==> src/rtl/dac_stream_player.sv <==
// Burst player: pops a programmed number of words from the FIFO and drives them to the DAC.
// Optional macro DAC_PLAYER_TRIG_EN adds a trig input and an ARM state that waits for it.
module dac_stream_player #(
  parameter int bus_width = 256,
  parameter int len_width = 16
) (
  input  logic                 axis_clk,
  input  logic                 rst,
  input  logic                 start,
  input  logic [len_width-1:0] num_words,
  input  logic [bus_width-1:0] s_axis_tdata,
  input  logic                 s_axis_tvalid,
  output logic                 s_axis_tready,
  output logic [bus_width-1:0] dac_tdata,
  output logic                 dac_tvalid,
  output logic                 busy,
  output logic                 done,
  output logic                 underflow
`ifdef DAC_PLAYER_TRIG_EN
  ,
  input  logic                 trig
`endif
);

  typedef enum logic [1:0] {
    S_IDLE = 2'd0,
    S_ARM  = 2'd1,
    S_PLAY = 2'd2,
    S_DONE = 2'd3
  } state_t;

  state_t               state_q, state_d;
  logic [len_width-1:0] cnt_q, cnt_d;
  logic [bus_width-1:0] dac_tdata_q, dac_tdata_d;
  logic                 dac_tvalid_q, dac_tvalid_d;
  logic                 busy_q, busy_d;
  logic                 done_q, done_d;
  logic                 underflow_q, underflow_d;
  logic                 pop;

  // The FIFO is popped only while playing; every other state holds it off.
  assign pop = (state_q == S_PLAY) && s_axis_tvalid;

  always_comb begin
    state_d      = state_q;
    cnt_d        = cnt_q;
    underflow_d  = underflow_q;
    dac_tdata_d  = '0;
    dac_tvalid_d = 1'b0;
    case (state_q)
      S_IDLE: begin
        if (start) begin
          cnt_d       = num_words;
          underflow_d = 1'b0;
          if (num_words == '0) begin
            state_d = S_DONE;
          end else begin
`ifdef DAC_PLAYER_TRIG_EN
            state_d = S_ARM;
`else
            state_d = S_PLAY;
`endif
          end
        end
      end
`ifdef DAC_PLAYER_TRIG_EN
      S_ARM: begin
        if (trig) state_d = S_PLAY;
      end
`endif
      S_PLAY: begin
        if (pop) begin
          dac_tdata_d  = s_axis_tdata;
          dac_tvalid_d = 1'b1;
          if (cnt_q != '0) cnt_d = cnt_q - len_width'(1);
          if (cnt_q <= len_width'(1)) state_d = S_DONE;
        end else begin
          // Starved mid-burst: emit a zero gap and keep waiting for data.
          underflow_d = 1'b1;
        end
      end
      S_DONE: state_d = S_IDLE;
      default: state_d = S_IDLE;
    endcase
    busy_d = (state_d != S_IDLE);
    done_d = (state_d == S_DONE);
  end

  always_ff @(posedge axis_clk) begin
    if (rst) begin
      state_q      <= S_IDLE;
      cnt_q        <= '0;
      dac_tdata_q  <= '0;
      dac_tvalid_q <= 1'b0;
      busy_q       <= 1'b0;
      done_q       <= 1'b0;
      underflow_q  <= 1'b0;
    end else begin
      state_q      <= state_d;
      cnt_q        <= cnt_d;
      dac_tdata_q  <= dac_tdata_d;
      dac_tvalid_q <= dac_tvalid_d;
      busy_q       <= busy_d;
      done_q       <= done_d;
      underflow_q  <= underflow_d;
    end
  end

  assign s_axis_tready = (state_q == S_PLAY);
  assign dac_tdata     = dac_tdata_q;
  assign dac_tvalid    = dac_tvalid_q;
  assign busy          = busy_q;
  assign done          = done_q;
  assign underflow     = underflow_q;

endmodule

==> config.mk <==
export PLATFORM = sky130hd
export DESIGN_NAME = dac_stream_player
export DESIGN_NICKNAME = d
export VERILOG_FILES = /design/src/rtl/dac_stream_player.sv
export SDC_FILE = /design/constraint.sdc
export NUM_CORES = 1
export LEC_CHECK = 0
export CAP_MARGIN = 25
export CORE_AREA = 2 2 207 209
export CTS_CLUSTER_SIZE = 20
export DETAILED_ROUTE_END_ITERATION = 12
export DIE_AREA = 0 0 209 211
export PLACE_DENSITY_LB_ADDON = 0.1
export SLEW_MARGIN = 20
export SYNTH_ARGS = -nofsm -noshare
export SYNTH_HDL_FRONTEND = slang
export SYNTH_SLANG_ARGS = --single-unit
==> constraint.sdc <==
create_clock -name axis_clk -period 3.9 [get_ports axis_clk]
set_input_delay 0.975 -clock axis_clk [delete_from_list [all_inputs] [get_ports axis_clk]]
set_output_delay 0.975 -clock axis_clk [all_outputs]
set_load 0.01 [all_outputs]
==> impl_metrics.env <==
export IMPL_post_route_period_util=0.841
export IMPL_clk_latency_ns=0.53
export IMPL_die_x_microns=209
export IMPL_num_vias=6907
export IMPL_skew_ns=0.0173
export IMPL_ys_seq_elements=278
export IMPL_place_gp_congestion=0.800
export IMPL_cp_start_kind="register"
export IMPL_cap_violations=0
export IMPL_cp_required_ns=2.92
export IMPL_cp_arrival_ns=2.30
export IMPL_die_area_sq_um=44100
export IMPL_hold_class="reg2reg"
export IMPL_ios=537
export IMPL_fin_crit_ns=3.28
export IMPL_clk_pin_slew_ns=0.06
export IMPL_ys_top_cells_by_count="dfxtp_1, and2_1, clkbuf_2, nand2b_1, o32ai_1"
export IMPL_syn_nets=994
export IMPL_cts_buffer_depth=3
export IMPL_worst_setup_path_type="reg2out"
export IMPL_p_leak_uw=0.00590
export IMPL_antenna_found_initial=1
export IMPL_yosysUniqueCellTypes=51
export IMPL_cts_tree="yes"
export IMPL_worst_slew_pin_slew_ns=0.678
export IMPL_tns_ns=0
export IMPL_dpl_hpwl_mm=27.0
export IMPL_ff_latch_area_sq_um=5570
export IMPL_placed_area_sq_um=14300
export IMPL_endpoint_kind="output port"
export IMPL_grt_pass1_wl_mm=48.7
export IMPL_antenna_left=0
export IMPL_multi_input_area_sq_um=2570
export IMPL_yosysMostFrequentCell="dfxtp_1"
export IMPL_cts_sinks=278
export IMPL_rsz0062_at_grt="no"
export IMPL_syn_inst=716
export IMPL_synth_top_cells_by_area="dfxtp_1, and2_1, clkbuf_2, o32ai_1, nand2b_1"
export IMPL_area_growth_pct=83.7
export IMPL_start_util=0.201
export IMPL_crit_path_max_fanout=28
export IMPL_layout_nets=1531
export IMPL_r2r_setup_slack_ns=1.42
export IMPL_clockRootBuffer="clkbuf_16"
export IMPL_status="completed"
export IMPL_async_reset_ff_frac=0
export IMPL_avgSynthCellArea_sq_um=11.7
export IMPL_die_y_microns=211
export IMPL_ir_worst_vdd_mv=0.242
export IMPL_via_per_inst=3.81
export IMPL_relSlewSlack=0.548
export IMPL_drt_iter0_drc=373
export IMPL_ys_seq_area_frac=0.662
export IMPL_synth_ff_type="dfxtp_1"
export IMPL_holdBufCountCts=0
export IMPL_hold_violations=0
export IMPL_ys_warn_count=0
export IMPL_drt_pass1_iterations=4
export IMPL_synth_top_area_cell="dfxtp_1"
export IMPL_drive_gt1_frac=0.0572
export IMPL_remaining_drc_errors=0
export IMPL_rows=75
export IMPL_cts_resized=0
export IMPL_postCtsSetupRepairBufs=0
export IMPL_routed_wl_mm=34.8
export IMPL_grt_pass1_vias=6602
export IMPL_track_usage=0.152
export IMPL_fmax_ghz=0.305
export IMPL_grt_max_degree=86
export IMPL_finalInstanceArea_sq_um=15400
export IMPL_cts_buffers=35
export IMPL_avgRoutedWirePerCell_microns=19.2
export IMPL_gr_total_overflow=0
export IMPL_nFillCells=4184
export IMPL_yosys_area_top_type_share=0.662
export IMPL_n_antenna_cell=0
export IMPL_synth_edf_count=0
export IMPL_portBuffers=536
export IMPL_htreeDepth=2
export IMPL_fp_coreArea_sq_um=41800
export IMPL_synth_area_sq_um=8400
export IMPL_powerDensity_nw_per_um2=452
export IMPL_setup_viol_count_final=0
export IMPL_drv_slew=0
## layer usage
layer  share of wire  vias to the layer above  GRT usage
li1                -                     3393          -
met1            0.37                     3208      0.163
met2            0.54                      269      0.282
met3           0.079                       35     0.0552
met4           0.014                        2     0.0397
met5         0.00037                        -          0
## cells by family (layout without fill, tap and decap cells)
kind of cell               Yosys count  count (layout)  synth area share
AOI/OAI and AO/OA                   55              55            0.0527
DFF                                278             278             0.662
buffers and inverters               53             613            0.0325
adders and majority gates            2               2           0.00298
and+or+nand+nor                    325             325             0.246
muxes                                3               3           0.00357
## cell type report
cell class                      count  share of cell area
Sequential cell                   278               0.360
Inverter                            8             0.00194
Timing Repair Buffer              545               0.353
Clock buffer                       49              0.0655
Multi-Input combinational cell    385               0.167
Tap cell                          539              0.0437
Clock inverter                     11             0.00859
## power by group
| part | switching, uW | internal (uW) | total [uW] |
|---|---|---|---|
| clock network | 1250 | 2000 | 3250 |
| logic | 287 | 467 | 754 |
| registers | 47.0 | 2920 | 2970 |
| total | 1580 | 5390 | 6980 |
## worst max-delay path, stage by stage (launching register included)
cell and delay (ns):
dfxtp_1 0.53, nand2b_4 0.26, inv_2 0.37, clkdlybuf4s50_1 0.62
## cells in the final DEF, fill, tap and decap left out, drive strengths merged, types with 8 or more instances in the layout
| cell | n |
|---|---|
| nand2b | 13 |
| o32ai | 12 |
| clkdlybuf4s50 | 536 |
| nor3 | 8 |
| dfxtp | 278 |
| and2 | 263 |
| inv | 8 |
| clkbuf | 49 |
| nor2 | 10 |
| a21oi | 8 |
| buf | 9 |
## flip-flops by register name, summed over array words and instances, names as in the netlist
name and cells:
done 1, busy 1, cnt_q 16, underflow 1, dac_tdata 256, dac_tvalid 1
state_q 2
## path summary, 6_finish.rpt
kind,from,depth (start not counted),to
setup / recovery,state_q[1],3,s_axis_tready
hold / removal,cnt_q[7],2,cnt_q[7]
setup reg to reg,state_q[1],6,dac_tdata[145]
hold reg to reg,cnt_q[7],2,cnt_q[7]
## through the flow
stage	util	hold WS [ns]	instances	worst slack [ns]	total power, uW
finish	0.370	0.501	1815	0.620	6980
global route	0.370	0.528	1815	0.467	7290
CTS	0.370	0.501	1815	0.590	7120
detailed placement	0.342	0.488	1755	1.03	3790
global placement	0.342	0.494	1755	1.07	3790
floorplan	-	0.464	716	1.79	3310
(Power assumes the default switching activity.)
